[config.mk]
export PLATFORM = sky130hd
export DESIGN_NAME = bsr_dma_engine
export DESIGN_NICKNAME = d
export VERILOG_FILES = /design/src/rtl/bsr_dma_engine.sv
export SDC_FILE = /design/constraint.sdc
export NUM_CORES = 1
export LEC_CHECK = 0
export CAP_MARGIN = 20
export CORE_MARGIN = 3
export CORE_UTILIZATION = 50
export DETAILED_ROUTE_END_ITERATION = 10
export GPL_TIMING_DRIVEN = 0
export PLACE_DENSITY = 0.76
export SLEW_MARGIN = 20
export SYNTH_ARGS = -nofsm -noshare
export SYNTH_HDL_FRONTEND = slang
export SYNTH_SLANG_ARGS = --single-unit
[constraint.sdc]
create_clock -name clk -period 4.1 [get_ports clk]
set_clock_uncertainty 0.15 [all_clocks]
set_input_delay 0.82 -clock clk [delete_from_list [all_inputs] [get_ports clk]]
set_output_delay 0.82 -clock clk [all_outputs]
set_load 0.01 [all_outputs]
[src/rtl/bsr_dma_engine.sv]
// UART-fed loader for block-sparse (BSR) weight layers: parses layer/header,
// streams row_ptr/col_idx/block payload into BRAM ports, verifies CRC32.
module bsr_dma_engine #(
  parameter int DATA_WIDTH    = 8,
  parameter int ADDR_WIDTH    = 16,
  parameter int MAX_LAYERS    = 8,
  parameter int MAX_BLOCKS    = 65536,
  parameter int BLOCK_SIZE    = 64,
  parameter int ROW_PTR_DEPTH = 256,
  parameter int COL_IDX_DEPTH = 65536,
  parameter int ENABLE_CRC    = 1
) (
  input  logic        clk,
  input  logic        rst_n,
  input  logic [7:0]  uart_rx_data,
  input  logic        uart_rx_valid,
  output logic        uart_rx_ready,
  output logic [7:0]  uart_tx_data,
  output logic        uart_tx_valid,
  input  logic        uart_tx_ready,
  input  logic [7:0]  csr_addr,
  input  logic        csr_wen,
  input  logic [31:0] csr_wdata,
  output logic [31:0] csr_rdata,
  output logic        row_ptr_we,
  output logic [15:0] row_ptr_waddr,
  output logic [31:0] row_ptr_wdata,
  output logic        col_idx_we,
  output logic [15:0] col_idx_waddr,
  output logic [15:0] col_idx_wdata,
  output logic        block_we,
  output logic [20:0] block_waddr,
  output logic [31:0] block_wdata,
  output logic        dma_busy,
  output logic        dma_done,
  output logic        dma_error,
  output logic [31:0] blocks_written,
  output logic [31:0] dma_meta_data,
  output logic [7:0]  dma_meta_waddr,
  output logic [1:0]  dma_meta_type,
  output logic        dma_meta_wen,
  input  logic        dma_meta_ready
);
  typedef enum logic [3:0] {
    S_IDLE, S_LAYER, S_HDR, S_ROWPTR, S_COLIDX, S_BLOCK, S_CRC, S_DONE, S_ERR
  } state_e;

  localparam int          BS_LOG2  = $clog2(BLOCK_SIZE);
  localparam logic [31:0] MAXL     = 32'(MAX_LAYERS);
  localparam logic [31:0] RPD      = 32'(ROW_PTR_DEPTH);
  localparam logic [31:0] MAXB     = 32'(MAX_BLOCKS);
  localparam logic [31:0] CID      = 32'(COL_IDX_DEPTH);
  localparam logic [21:0] BLK_MASK = 22'(BLOCK_SIZE - 1);

  function automatic logic [31:0] crc_byte(input logic [31:0] c, input logic [7:0] d);
    logic [31:0] r;
    r = c;
    for (int i = 0; i < 8; i++)
      r = (r[31] ^ d[i]) ? ((r << 1) ^ 32'h04C11DB7) : (r << 1);
    return r;
  endfunction

  state_e                state_q, state_d;
  logic [2:0]            layer_q, layer_d;
  logic                  wmode_q, wmode_d, busy_q, busy_d, done_q, done_d, err_q, err_d;
  logic [31:0]           blocks_q, blocks_d, crc_q, crc_d, sr_q, sr_d;
  logic [31:0]           rows_q, rows_d, cols_q, cols_d, total_q, total_d;
  logic [1:0]            bcnt_q, bcnt_d, ptype_q, ptype_d;
  logic [21:0]           idx_q, idx_d;
  logic                  pend_q, pend_d, bwe_q, bwe_d;
  logic [ADDR_WIDTH-1:0] paddr_q, paddr_d;
  logic [31:0]           pdata_q, pdata_d, bdata_q, bdata_d;
  logic [20:0]           baddr_q, baddr_d;

  logic        rx_fire, start;
  logic [31:0] sr_nxt, blk_last;
  logic        unused_ok;

  // A meta write waiting on dma_meta_ready back-pressures the byte stream
  assign uart_rx_ready = (state_q >= S_LAYER) && (state_q <= S_CRC) &&
                         !(pend_q && !dma_meta_ready);
  assign rx_fire  = uart_rx_valid && uart_rx_ready;
  assign start    = (state_q == S_IDLE) && csr_wen && (csr_addr == 8'h51) && csr_wdata[0];
  assign sr_nxt   = {uart_rx_data, sr_q[31:DATA_WIDTH]};
  assign blk_last = (total_q << BS_LOG2) - 32'd1;
  assign unused_ok = ^{csr_wdata[31:3], csr_wdata[1], sr_q[DATA_WIDTH-1:0]};

  always_comb begin
    state_d = state_q;  layer_d = layer_q;  wmode_d = wmode_q;
    busy_d  = busy_q;   done_d  = done_q;   err_d   = err_q;
    blocks_d = blocks_q; crc_d = crc_q; sr_d = sr_q; bcnt_d = bcnt_q; idx_d = idx_q;
    rows_d = rows_q; cols_d = cols_q; total_d = total_q;
    pend_d = pend_q && !dma_meta_ready;
    ptype_d = ptype_q; paddr_d = paddr_q; pdata_d = pdata_q;
    bwe_d = 1'b0; baddr_d = baddr_q; bdata_d = bdata_q;
    case (state_q)
      S_IDLE: if (start) begin
        state_d = S_LAYER; busy_d = 1'b1; done_d = 1'b0; err_d = 1'b0;
        blocks_d = '0; crc_d = '1; wmode_d = csr_wdata[2]; idx_d = '0; bcnt_d = '0;
      end
      S_LAYER: if (rx_fire) begin
        if ({24'd0, uart_rx_data} < MAXL) begin
          layer_d = uart_rx_data[2:0]; state_d = S_HDR;
        end else state_d = S_ERR;
      end
      S_HDR: if (rx_fire) begin
        sr_d = sr_nxt; idx_d = idx_q + 22'd1;
        if (idx_q[1:0] == 2'd3)
          case (idx_q[3:2])
            2'd0:    rows_d  = sr_nxt;
            2'd1:    cols_d  = sr_nxt;
            default: total_d = sr_nxt;
          endcase
        if (idx_q == 22'd11) begin
          idx_d = '0; bcnt_d = '0;
          if (rows_q >= RPD || sr_nxt > MAXB || sr_nxt > CID || sr_nxt == 32'd0) state_d = S_ERR;
          else state_d = S_ROWPTR;
        end
      end
      S_ROWPTR: if (rx_fire) begin
        sr_d = sr_nxt; bcnt_d = bcnt_q + 2'd1;
        if (bcnt_q == 2'd3) begin
          pend_d = 1'b1; ptype_d = 2'b00; paddr_d = idx_q[ADDR_WIDTH-1:0]; pdata_d = sr_nxt;
          idx_d = idx_q + 22'd1;
          if ({10'd0, idx_q} == rows_q) begin state_d = S_COLIDX; idx_d = '0; end
        end
      end
      S_COLIDX: if (rx_fire) begin
        sr_d = sr_nxt; bcnt_d = bcnt_q ^ 2'd1;
        if (bcnt_q[0]) begin
          bcnt_d = '0;
          if ({16'd0, sr_nxt[31:16]} >= cols_q) state_d = S_ERR;
          else begin
            pend_d = 1'b1; ptype_d = 2'b01; paddr_d = idx_q[ADDR_WIDTH-1:0];
            pdata_d = {16'd0, sr_nxt[31:16]}; idx_d = idx_q + 22'd1;
            if ({10'd0, idx_q} == total_q - 32'd1) begin state_d = S_BLOCK; idx_d = '0; end
          end
        end
      end
      S_BLOCK: if (rx_fire) begin
        crc_d = crc_byte(crc_q, uart_rx_data); sr_d = sr_nxt; idx_d = idx_q + 22'd1;
        if (wmode_q) begin
          bcnt_d = bcnt_q + 2'd1;
          if (bcnt_q == 2'd3) begin bwe_d = 1'b1; baddr_d = {1'b0, idx_q[21:2]}; bdata_d = sr_nxt; end
        end else begin
          bwe_d = 1'b1; baddr_d = idx_q[20:0]; bdata_d = {24'd0, uart_rx_data};
        end
        if ((idx_q & BLK_MASK) == BLK_MASK && blocks_q != '1) blocks_d = blocks_q + 32'd1;
        if ({10'd0, idx_q} == blk_last) begin
          idx_d = '0; bcnt_d = '0;
          state_d = (ENABLE_CRC != 0) ? S_CRC : S_DONE;
        end
      end
      S_CRC: if (rx_fire) begin
        sr_d = sr_nxt; bcnt_d = bcnt_q + 2'd1;
        if (bcnt_q == 2'd3) state_d = (sr_nxt == ~crc_q) ? S_DONE : S_ERR;
      end
      S_DONE, S_ERR: if (uart_tx_ready) state_d = S_IDLE;
      default: state_d = S_IDLE;
    endcase
    if (state_d == S_DONE && state_q != S_DONE) begin busy_d = 1'b0; done_d = 1'b1; end
    if (state_d == S_ERR  && state_q != S_ERR)  begin busy_d = 1'b0; err_d  = 1'b1; end
  end

  always_ff @(posedge clk or negedge rst_n) begin
    if (!rst_n) begin
      state_q <= S_IDLE; layer_q <= '0; wmode_q <= 1'b0;
      busy_q <= 1'b0; done_q <= 1'b0; err_q <= 1'b0;
      blocks_q <= '0; crc_q <= '0; sr_q <= '0; bcnt_q <= '0; idx_q <= '0;
      rows_q <= '0; cols_q <= '0; total_q <= '0;
      pend_q <= 1'b0; ptype_q <= '0; paddr_q <= '0; pdata_q <= '0;
      bwe_q <= 1'b0; baddr_q <= '0; bdata_q <= '0;
    end else begin
      state_q <= state_d; layer_q <= layer_d; wmode_q <= wmode_d;
      busy_q <= busy_d; done_q <= done_d; err_q <= err_d;
      blocks_q <= blocks_d; crc_q <= crc_d; sr_q <= sr_d; bcnt_q <= bcnt_d; idx_q <= idx_d;
      rows_q <= rows_d; cols_q <= cols_d; total_q <= total_d;
      pend_q <= pend_d; ptype_q <= ptype_d; paddr_q <= paddr_d; pdata_q <= pdata_d;
      bwe_q <= bwe_d; baddr_q <= baddr_d; bdata_q <= bdata_d;
    end
  end

  // BRAM strobe fires only in the cycle the mirror accepts, so it stays single-cycle
  assign row_ptr_we     = pend_q && dma_meta_ready && (ptype_q == 2'b00);
  assign col_idx_we     = pend_q && dma_meta_ready && (ptype_q == 2'b01);
  assign row_ptr_waddr  = 16'(paddr_q);
  assign row_ptr_wdata  = pdata_q;
  assign col_idx_waddr  = 16'(paddr_q);
  assign col_idx_wdata  = pdata_q[15:0];
  assign dma_meta_wen   = pend_q;
  assign dma_meta_type  = ptype_q;
  assign dma_meta_waddr = paddr_q[7:0];
  assign dma_meta_data  = pdata_q;
  assign block_we       = bwe_q;
  assign block_waddr    = baddr_q;
  assign block_wdata    = bdata_q;

  assign uart_tx_valid  = (state_q == S_DONE) || (state_q == S_ERR);
  assign uart_tx_data   = (state_q == S_DONE) ? 8'h06 : 8'h15;
  assign dma_busy       = busy_q;
  assign dma_done       = done_q;
  assign dma_error      = err_q;
  assign blocks_written = blocks_q;

  always_comb begin
    csr_rdata = '0;
    case (csr_addr)
      8'h50:   csr_rdata = {29'd0, layer_q};
      8'h52:   csr_rdata = blocks_q;
      8'h53:   csr_rdata = {29'd0, err_q, done_q, busy_q};
      default: csr_rdata = '0;
    endcase
  end
endmodule

# Word-level counts from Yosys, hierarchy flattened
# Cells that the tools add are included.
# W data, S select, Z words.
[word_totals]
wordCells = 244
input_bits = 54
regBits = 332
[classes]
addsub = 5
muxes = 99
n_eq_ne = 40
n_reduce_logical = 53
bitwise = 19
order_cmp = 6
[op_table]
columns = ["operator", "count"]
rows = [
  ["$mux W32", 11],
  ["$mux W22", 12],
  ["$mux W27", 8],
  ["$pmux W32 S2", 3],
  ["$not A14 Y14", 8],
  ["$pmux W22 S5", 1],
  ["$eq A22 B32 Y1", 3],
  ["$pmux W32 S3", 1],
  ["$mux W16", 5],
  ["$mux W4", 19],
  ["$sub A32 B1 Y32 const B", 2],
  ["$mux W21", 2],
  ["$add A32 B1 Y32 const B", 1],
  ["$eq A32 B32 Y1", 1],
  ["$eq A8 B7 Y1 const B", 4],
  ["$ge A16 B32 Y1", 1],
  ["$ge A32 B9 Y1 const B", 1],
  ["$gt A32 B17 Y1 const B", 1],
  ["$logic_not A32 Y1", 1],
  ["$ne A32 B32 Y1 const B", 1],
  ["$not A32 Y32", 1],
  ["$pmux W16 S2", 1],
  ["$pmux W4 S8", 1],
  ["$mux W2", 14],
  ["other kinds (41)", 119],
]

# Logic depth before layout (Yosys ltp)
# Gate-level depths: netlist of the first run.
[depth]
depth_word = 18
ltp_mapped = 15
mapped_depth_nobuf = 11

# Least setup slack after synthesis of the first run
# No wires, ideal clock.
[synth_timing]
kind = "register to register"
startpoint = "register total_q[0]"
endpoint = "register idx_q[8]"
setup_ns = 0.119
arrival_time_ns = 3.221
path_stages_with_launch = 15
n_path_buf = 3
required_ns = 3.831
setup_slack_ns = 0.610
path_cell_list = "dfrtp_1 buf_4 inv_1 ha_1 clkbuf_2 or4b_1 nor2_1 xnor2_1 xnor2_1 or4_1 nor4_1 a21oi_2 nor3_4 buf_6 nor2_1"
[synth_between]
elab_chain_len = 7
word_cells_on_any_way = 11
cone_classes = "add/sub: 2; eq/ne: 2; mux: 7"
[synth_lines]
columns = ["element", "line", "text"]
rows = [
  ["from (decl)", "67", "logic [31:0] rows_q, rows_d, cols_q, cols_d, total_q, total_d;"],
  ["from (signal assigned)", "177", "rows_q <= rows_d; cols_q <= cols_d; total_q <= total_d;"],
  ["$sub A32 B1 Y32", "136", "if ({10'd0, idx_q} == total_q - 32'd1) begin state_d = S_BLOCK; idx_d = '0; end"],
  ["$eq A22 B32 Y1", "136", ""],
  ["$mux W22", "136", ""],
  ["$mux W22", "132", "if ({16'd0, sr_nxt[31:16]} >= cols_q) state_d = S_ERR;"],
  ["$mux W22", "130", "if (bcnt_q[0]) begin"],
  ["$mux W22", "128", "S_COLIDX: if (rx_fire) begin"],
  ["$pmux W22 S5 (*)", "96", "case (state_q)"],
  ["to (signal assigned)", "176", "blocks_q <= blocks_d; crc_q <= crc_d; sr_q <= sr_d; bcnt_q <= bcnt_d; idx_q <= idx_d;"],
  ["to (decl)", "69", "logic [21:0] idx_q, idx_d;"],
]
# Mark *: on every way between the ends. The rest lies on a longest branch, timed or not. The select of a mux whose other input is x is not followed.
# A chain may end at the register's enable or synchronous reset.

# Worst setup path after layout of the first run
[layout_timing]
startpoint = "input port uart_rx_data[0]"
endpoint = "register pdata_q[15], in the netlist dma_meta_data[15]"
[layout_between]
elab_chain_len = 3
[layout_lines]
columns = ["element", "line", "text"]
rows = [
  ["from (decl)", "15", "input logic [7:0] uart_rx_data,"],
  ["$ge A16 B32 Y1", "132", ""],
  ["$ne A2 B2 Y1 (no source line)", "n/a", ""],
  ["$reduce_and A6 Y1 (no source line)", "n/a", ""],
  ["to (signal assigned)", "178", "pend_q <= pend_d; ptype_q <= ptype_d; paddr_q <= paddr_d; pdata_q <= pdata_d;"],
  ["to (decl)", "72", "logic [31:0] pdata_q, pdata_d, bdata_q, bdata_d;"],
]
# Every way passes these cells.

==> qor.csv, run 1 <==
metric,value,unit
status,"complete, but fails checks",
violations,negative setup slack,
r2r_cells,12,
grt_pass1_vias,15400,
port_buffers,273,
r2r_end,dma_meta_data[15]$_DFFE_PN0P_,
drt-pass1-iter-count,6,
postCtsHoldBufs,0,
worstMarginPinSlew,1.06,ns
synth_area_leaders,"dfrtp_1, mux2_2, xnor2_1",
p_per_area,579,mW/mm^2
leakage,10.4,nW
cp_top_family,compound AO/OA/AOI/OAI gates,
synth_top_area_share,44.9,%
critPathKind,in -> reg,
grt_max_degree,82,
synthCells,1867,
place_congestion,0.979,
cts_root_buf,clkbuf_16,
rr_startpoint,sr_q[24]$_DFFE_PN0P_,
n_fill_cell,2777,
max-slew-margin-rel,29.2,%
rrSetupSlack,0.15,ns
die_area,0.0383,sq mm
cts.sink_count,323,
grt_remaining_overflow,0,
track_usage,30.5,%
drc,0,
dp.cells,2603,
yosysUniqueCellTypes,78,
ioPinCount,310,
cpPeakStageDelay,0.78,ns
place_ws,-0.976,ns
async_flop_share,100,%
fin_crit_sh,102,%
yosysMostFrequentCell,dfrtp_1,
synth_edf_count,0,
routedWlPerCell,22.5,microns
rsz0062_at_grt,true,
synth_area_leader_cell,dfrtp_1,
via_per_inst,5.83,
fin_cells,2678,
cts_buffers,37,
hpwlAfterDp,43300,microns
cts_tree,yes,
ys_ff_latch,323,
crit_buf_inv,2,
cpMostUsedCell,nor2_1,
min_path_type,in -> async,
area_growth,27.0,%
initial_utilization,51.4,%
worstSkewPairLatency,0.55,ns
netlist_area,0.0180,sq mm
crit_slowest_cell,clkdlybuf4s50_1,
grt_pass1_wl,91300,microns
clock_path_buffers,3,
clk_pin_slew,0.06,ns
end_kind,flip-flop,
synth_common_cells,"dfrtp_1, nand2_1, mux2_2",
period_needed,4.16,ns
cap_violations,0,
hold_ws,0.0126,ns
drt-initial-drc-count,1387,
core_area,0.0350,sq mm
worst_ep_required_time,4.41,ns
htreeDepth,2,
dieHeight,196,microns
drive_gt1_share,14.7,%
placed_area,0.0214,sq mm
startpoint_type,primary input,
hold_viol,0,
crit_path_max_fanout,10,
rows,68,
routed-via-count,15600,
routed_wirelength,60300,microns
cp_cell_sequence,clkdlybuf4s50_1 -> ha_1 -> nand4_1 -> nor2_1 -> a221oi_1 -> o21ai_0 -> a31oi_4 -> o211ai_1 -> a21oi_2 -> clkbuf_1 -> nor2_1 -> a31oi_1,
vdd_drop_max,700,uV
final-max-slew-violation-count,0,
postRouteAntennaNets,0,
syn-mean-instance-area,9.63,sq um
synth-main-ff-cell,dfrtp_1,
yosysWarningCount,0,
fmax,240,MHz
antenna_found_initial,0,
stdcell_area,0.0229,sq mm
finalNetCount,2267,
setup_ws,-0.0650,ns
seq_area_frac_synth,44.9,%
arrival,4.47,ns
chipWidth,196,microns
setup_viol,15,
final_util,65.3,%
metrics by stage:
step / total power, mW / setup TNS, ns
floorplan: 7.64 / 0
detailed placement: 9.75 / -91.71
global placement: 9.61 / -3830.97
CTS: 13.2 / 0
finish: 13.2 / -0.380
global route: 13.8 / -0.00135
registers in the layout, indices dropped and copies added (netlist names):
signal and flops:
dma_error 1, block_wdata 32, bcnt_q 2, wmode_q 1, blocks_written 32, total_q 32
state_q 4, block_waddr 21, dma_busy 1, dma_done 1, dma_meta_data 32, col_idx_waddr 16
dma_meta_wen 1, rows_q 32, cols_q 32, block_we 1, crc_q 32, dma_meta_type 1
layer_q 3, idx_q 22, sr_q 24
logic make-up after synthesis:
family	count (synthesis)	synth area share [%]
other cells	2	0.0417
mux	153	9.35
buf+inv	256	7.13
flops	323	44.9
xor+xnor	203	10.0
fa+ha+maj	20	1.39
compound gates	250	8.95
simple gates	660	18.2
timing repair:
action                     4_1_cts  5_1_grt
pin swaps                        3        3
setup buffers                    7        0
hold endpoints to repair         0        0
gates resized for setup         35       21
setup endpoints to repair       86       88
cell usage in the layout (no fill, tap or decap), types with 6 or more instances in the layout:
| master | count |
|---|---|
| a21o_1 | 8 |
| a21oi_1 | 43 |
| a22o_1 | 17 |
| a31oi_1 | 23 |
| and2_1 | 34 |
| and3_1 | 15 |
| buf_1 | 6 |
| buf_2 | 6 |
| buf_4 | 88 |
| clkbuf_1 | 116 |
| clkbuf_16 | 37 |
| clkbuf_8 | 11 |
| clkdlybuf4s50_1 | 253 |
| clkinv_2 | 7 |
| conb_1 | 6 |
| dfrtp_1 | 323 |
| dlygate4sd2_1 | 18 |
| ha_1 | 20 |
| inv_1 | 42 |
| mux2_2 | 120 |
| mux2i_1 | 33 |
| nand2_1 | 230 |
| nand2b_1 | 16 |
| nand3_1 | 52 |
| nand4_1 | 37 |
| nor2_1 | 107 |
| nor2b_1 | 9 |
| nor3_1 | 54 |
| nor4_1 | 41 |
| o2111ai_1 | 7 |
| o211ai_1 | 15 |
| o21ai_0 | 79 |
| o22ai_1 | 7 |
| o31ai_1 | 10 |
| or3_1 | 17 |
| xnor2_1 | 107 |
| xor2_1 | 94 |
routing by layer:
metal	track usage, %	wire [microns]	part of all wire [%]	up-vias
li1	-	-	-	7051
met1	39.4	24100	40	7746
met2	50.1	28900	48	666
met3	5.84	4480	7.4	163
met4	13.5	2760	4.6	0
met5	0	0	0	-
cell type report:
| cell class | count | area (sq um) | area share, % |
|---|---|---|---|
| inverters | 42 | 158 | 0.690 |
| clock buffers | 52 | 1080 | 4.74 |
| clock inverters | 15 | 155 | 0.679 |
| flip-flops and latches | 323 | 8080 | 35.4 |
| multi-input cells | 1292 | 8770 | 38.4 |
| well taps | 455 | 569 | 2.49 |
| diodes | 2 | 5.00 | 0.0219 |
| repair buffers | 284 | 2880 | 12.6 |
| plain buffers | 213 | 1150 | 5.02 |
where the power goes:
group	internal (mW)	switching, mW	total, mW
registers	3.68	0.525	4.20
clock network	1.98	1.37	3.35
logic	2.43	3.24	5.67
how the worst max path moves through the flow:
stage                           start                            end  cells past startpoint
2_1_floorplan  total_q[0]$_DFFE_PN0P_           idx_q[8]$_DFFE_PN0P_                     14
3_3_place_gp                    rst_n           crc_q[7]$_DFFE_PN0P_                      1
3_5_place_dp          uart_rx_data[0]  dma_meta_data[13]$_DFFE_PN0P_                     11
4_1_cts               uart_rx_data[0]  col_idx_waddr[12]$_DFFE_PN0P_                     13
5_1_grt                   csr_addr[2]                   csr_rdata[7]                      7
6_report              uart_rx_data[0]  dma_meta_data[15]$_DFFE_PN0P_                     12
No activity file was read; power rests on OpenSTA's default activity.
==> run 2, diff against run 1 <==
--- a/config.mk
+++ b/config.mk
@@ -6,11 +6,13 @@
 export NUM_CORES = 1
 export LEC_CHECK = 0
 export CAP_MARGIN = 20
+export CELL_PAD_IN_SITES_DETAIL_PLACEMENT = 0
+export CELL_PAD_IN_SITES_GLOBAL_PLACEMENT = 1
 export CORE_MARGIN = 3
-export CORE_UTILIZATION = 50
+export CORE_UTILIZATION = 41
 export DETAILED_ROUTE_END_ITERATION = 10
 export GPL_TIMING_DRIVEN = 0
-export PLACE_DENSITY = 0.76
+export PLACE_DENSITY = 0.79
 export SLEW_MARGIN = 20
 export SYNTH_ARGS = -nofsm -noshare
 export SYNTH_HDL_FRONTEND = slang
==> qor.csv, run 2 (synthesis gave the netlist of run 1 again) <==
metric,value,unit
n_fill_cell,3992,
arrival,3.01,ns
port_buffers,273,
cpPeakStageDelay,0.55,ns
drive_gt1_share,14.4,%
drc,0,
track_usage,25.8,%
n_antenna_cell,0,
routed_wirelength,60800,microns
max-slew-margin-rel,29.8,%
total_power,13.3,mW
final-max-slew-violation-count,0,
fmax,252,MHz
setup_ws,0.124,ns
clock_path_buffers,3,
worstMarginPinSlew,1.05,ns
vdd_drop_max,488,uV
place_congestion,0.898,
setup_viol,0,
chipWidth,215,microns
crit_end,csr_rdata[10],
drt-pass1-iter-count,5,
cts.sink_count,323,
final_util,53.3,%
hold_viol,0,
grt-busiest-layer,met2,
cts_buffers,39,
hpwlAfterDp,43700,microns
drt-initial-drc-count,1371,
r2r_cells,14,
htreeDepth,2,
grt_pass1_vias,15100,
finalNetCount,2267,
rows,76,
crit_slowest_cell,clkdlybuf4s50_1,
p_per_area,579,mW/mm^2
fin_cells,2801,
grt_use_met3,3.94,%
placed_area,0.0216,sq mm
hold_ws,0.0412,ns
worst_ep_required_time,3.13,ns
area_growth,27.9,%
fin_crit_sh,97.0,%
startpoint_type,primary input,
crit_path_max_fanout,10,
rsz0062_at_grt,false,
cap_violations,0,
regArea,0.00808,sq mm
grt_max_degree,94,
grt_pass1_wl,92900,microns
multi_input_area,0.00877,sq mm
status,"finished, final reports clean",
clk_pin_slew,0.05,ns
final_common_cell,dfrtp_1,
stdcell_area,0.0230,sq mm
ioPinCount,310,
crit_buf_inv,3,
period_needed,3.98,ns
routed-via-count,15400,
use_met2,42.0,%
critPathKind,in -> out,
min_path_type,in -> async,
layout_common_cells,"dfrtp_1, clkdlybuf4s50_1, nand2_1",
leakage,10.4,nW
antenna_found_initial,1,
die_area,0.0464,sq mm
initial_utilization,41.7,%
cp_top_family,buffers and inverters,
via_per_inst,5.48,
path_depth,7,
worstSkewPairLatency,0.59,ns
end_kind,primary output,
tns,0,ns
dp.cells,2732,
postCtsHoldBufs,0,
startpoint,csr_addr[3],
grt_util_met1,35.1,%
core_area,0.0432,sq mm
cts_tree,yes,
place_ws,-0.942,ns
rrSetupSlack,0.20,ns
cts_root_buf,clkbuf_16,
rr_startpoint,total_q[0]$_DFFE_PN0P_,
postRouteAntennaNets,0,
routedWlPerCell,21.7,microns
cpMostUsedCell,clkdlybuf4s50_1,
grt_remaining_overflow,0,
cp_cell_sequence,clkdlybuf4s50_1 -> or2_2 -> or3_4 -> nor3b_4 -> buf_4 -> and2_1 -> clkdlybuf4s50_1,
dieHeight,215,microns
r2r_end,state_q[0]$_DFF_PN0_,
-- run 2: cell count changes in the layout (fill, tap and decap cells not counted), sizes merged --
cell | previous run | this run
clkbuf | 170 | 167
bufinv | 2 | 3
diode | 2 | 0
clkinvlp | 3 | 2
clkinv | 7 | 6
dlygate4sd2 | 18 | 12
buf | 107 | 106
dlymetal6s2s | 1 | 7
-- run 2: worst reg2reg max path, cell delays in order (launching register included) --
cell and delay (ns):
dfrtp_1 0.32, buf_4 0.14, inv_1 0.07, ha_1 0.33
xnor2_1 0.13, or4_1 0.46, a2111oi_2 0.39, o2111ai_1 0.18
or4_4 0.55, nor4_4 0.21, buf_4 0.19, buf_4 0.16
nor2_1 0.06, nor4_2 0.32, o31ai_1 0.11
-- run 2: area by class of cell --
class	instances	share of cell area, %
plain buffers	213	4.97
flip-flops and latches	323	35.1
clock buffers	50	4.55
well taps	585	3.18
inverters	42	0.685
multi-input cells	1292	38.1
repair buffers	282	12.5
clock inverters	14	0.908
-- run 2: how the worst min path moves through the flow --
| stage | start | to | slack [ns] | cells past startpoint |
|---|---|---|---|---|
| 5_1_grt | rst_n | block_waddr[18]$_DFFE_PN0P_ | 0.08 | 1 |
| 3_5_place_dp | block_wdata[31]$_DFFE_PN0P_ | block_wdata[31]$_DFFE_PN0P_ | 0.31 | 2 |
| 6_report | rst_n | block_waddr[18]$_DFFE_PN0P_ | 0.04 | 1 |
| 4_1_cts | rst_n | rows_q[12]$_DFFE_PN0P_ | 0.06 | 1 |
| 2_1_floorplan | bcnt_q[1]$_DFFE_PN0P_ | bcnt_q[1]$_DFFE_PN0P_ | 0.30 | 2 |
| 3_3_place_gp | block_wdata[31]$_DFFE_PN0P_ | block_wdata[31]$_DFFE_PN0P_ | 0.30 | 2 |
-- run 2: per-layer routing --
metal  vias up  share of wire (%)
met3       119                6.6
met2       543                 47
met1      7675                 42
li1       7019                  -
met5         -                  0
met4         0                3.4
-- run 2: power breakdown --
part,leakage (nW),switching (mW),internal [mW]
logic,5.49,3.22,2.42
registers,4.32,0.537,3.68
clock network,0.609,1.44,2.01
total,10.4,5.20,8.12
-- run 2: what timing repair did --
| item | 4_1_cts | 5_1_grt |
|---|---|---|
| gates resized for setup | 27 | 29 |
| pin swaps | 2 | 0 |
| setup buffers | 6 | 0 |
| endpoints found under the setup margin | 101 | 116 |
==> run 3, diff against run 2 <==
--- a/config.mk
+++ b/config.mk
@@ -13,7 +13,7 @@
 export DETAILED_ROUTE_END_ITERATION = 10
 export GPL_TIMING_DRIVEN = 0
 export PLACE_DENSITY = 0.79
-export SLEW_MARGIN = 20
+export SLEW_MARGIN = 25
 export SYNTH_ARGS = -nofsm -noshare
 export SYNTH_HDL_FRONTEND = slang
 export SYNTH_SLANG_ARGS = --single-unit
==> qor.csv, run 3 (synthesis gave the netlist of run 1 again) <==
metric,value,unit
postRouteAntennaNets,0,
fmax,251,MHz
cpPeakStageDelay,0.55,ns
port_buffers,273,
n_fill_cell,3987,
hpwlAfterDp,43800,microns
drt-initial-drc-count,1427,
cts_buffers,38,
total_power,13.3,mW
place_congestion,0.898,
ioPinCount,310,
status,"finished, final reports clean",
postCtsHoldBufs,0,
critPathKind,in -> out,
period_needed,3.98,ns
setup_viol,0,
cts_tree,yes,
swShare,38.8,%
crit_slowest_cell,clkdlybuf4s50_1,
htreeDepth,2,
pwr-share-comb,42.3,%
grt_pass1_wl,93000,microns
grt_pass1_vias,15200,
end_kind,primary output,
track_usage,25.7,%
initial_utilization,41.7,%
placed_area,0.0216,sq mm
hold_viol,0,
stdcell_area,0.0230,sq mm
final-max-slew-violation-count,0,
max-slew-margin-rel,29.8,%
die_area,0.0464,sq mm
grt_use_met3,4.80,%
routed_wirelength,60800,microns
use_met2,42.1,%
startpoint_type,primary input,
worstMarginPinSlew,1.05,ns
cp_cell_sequence,clkdlybuf4s50_1 -> or2_2 -> or3_4 -> nor3b_2 -> buf_4 -> and2_1 -> clkdlybuf4s50_1,
grt_util_met1,35.0,%
antenna_found_initial,0,
chipWidth,215,microns
clock_path_buffers,3,
clk_pin_slew,0.06,ns
grt-busiest-layer,met2,
rsz0062_at_grt,true,
cpMostUsedCell,clkdlybuf4s50_1,
worst_ep_required_time,3.13,ns
finalNetCount,2265,
leakage,10.3,nW
via_per_inst,5.49,
cp_top_family,buffers and inverters,
switchingPower,5.17,mW
cts.sink_count,323,
arrival,3.01,ns
crit_path_max_fanout,10,
crit_buf_inv,3,
grt_max_degree,92,
p_per_area,580,mW/mm^2
final_common_cell,dfrtp_1,
cts_root_buf,clkbuf_16,
p_seq_share,31.6,%
core_area,0.0432,sq mm
area_growth,27.8,%
dieHeight,215,microns
grt_remaining_overflow,0,
p_int,8.16,mW
worstSkewPairLatency,0.57,ns
rows,76,
routed-via-count,15400,
fin_crit_sh,97.1,%
drc,0,
min_path_type,in -> async,
cap_violations,0,
vdd_drop_max,377,uV
pwr-share-clk,26.1,%
layout_common_cells,"dfrtp_1, clkdlybuf4s50_1, nand2_1",
drt-pass1-iter-count,8,
drive_gt1_share,14.4,%
routedWlPerCell,21.7,microns
[run 3: cell types whose count changed in the layout (fill, tap and decap cells not counted), sizes merged]
cell,change
dlygate4sd2,+7
dlymetal6s2s,-7
clkbuf,+4
buf,-2
clkinvlp,-2
inv,-2
clkinv,+1
diode,+1
[run 3: path summary, 6_finish.rpt]
kind / end / cells past startpoint / slack (ns) / startpoint
worst min register to register: block_wdata[19]$_DFFE_PN0P_ / 2 / 0.32 / block_wdata[19]$_DFFE_PN0P_
worst min-delay path: block_waddr[16]$_DFFE_PN0P_ / 1 / 0.06 / rst_n
max in group asynchronous: sr_q[24]$_DFFE_PN0P_ / 3 / 2.49 / rst_n
worst max register to register: idx_q[7]$_DFFE_PN0P_ / 14 / 0.18 / total_q[0]$_DFFE_PN0P_
min in group clk: block_wdata[19]$_DFFE_PN0P_ / 2 / 0.32 / block_wdata[19]$_DFFE_PN0P_
worst max-delay path: csr_rdata[10] / 7 / 0.12 / csr_addr[3]
[run 3: final cells by class]
cell class,count,area (sq um),share of cell area (%)
plain buffers,213,1140,4.95
well taps,585,732,3.18
repair buffers,281,2830,12.3
multi-input cells,1292,8750,38.1
clock inverters,11,199,0.866
inverters,42,158,0.686
flip-flops and latches,323,8080,35.2
clock buffers,53,1090,4.73
diodes,1,2.50,0.0109
[run 3: routing by layer]
layer  vias to the layer above  wire length (microns)
li1                       7042                      -
met3                       113                   4150
met4                         0                   1690
met5                         -                      0
met2                       565                  29000
met1                      7668                  25900
[run 3: repair_timing]
| action | CTS | global route |
|---|---|---|
| pin swaps | 2 | 0 |
| gates resized for setup | 34 | 19 |
| setup endpoints to repair | 103 | 112 |
| endpoints found under the hold margin | 0 | 0 |
| buffers inserted | 5 | 0 |
[run 3: metrics by stage]
stage,hold slack [ns],utilization (%),setup TNS (ns),setup WS [ns],instances
after global placement,0.304,49.7,-3976.90,-12.06,2729
after CTS,0.0947,53.1,0,0.0361,2800
after detailed placement,0.309,50.0,-93.98,-0.906,2732
final,0.0610,53.2,0,0.119,2801
after floorplan,0.297,-,0,0.610,1871
after global routing,0.110,53.2,-0.00453,-0.00316,2800
[run 3: power by group through the flow]
stage | clock network, mW | logic [mW] | registers, mW
finish | 3.47 | 5.64 | 4.22
CTS | 3.52 | 5.58 | 4.22
floorplan | 0 | 3.51 | 4.13
detailed placement | 0 | 5.53 | 4.27
global route | 3.67 | 6.08 | 4.28
global placement | 0 | 5.44 | 4.26
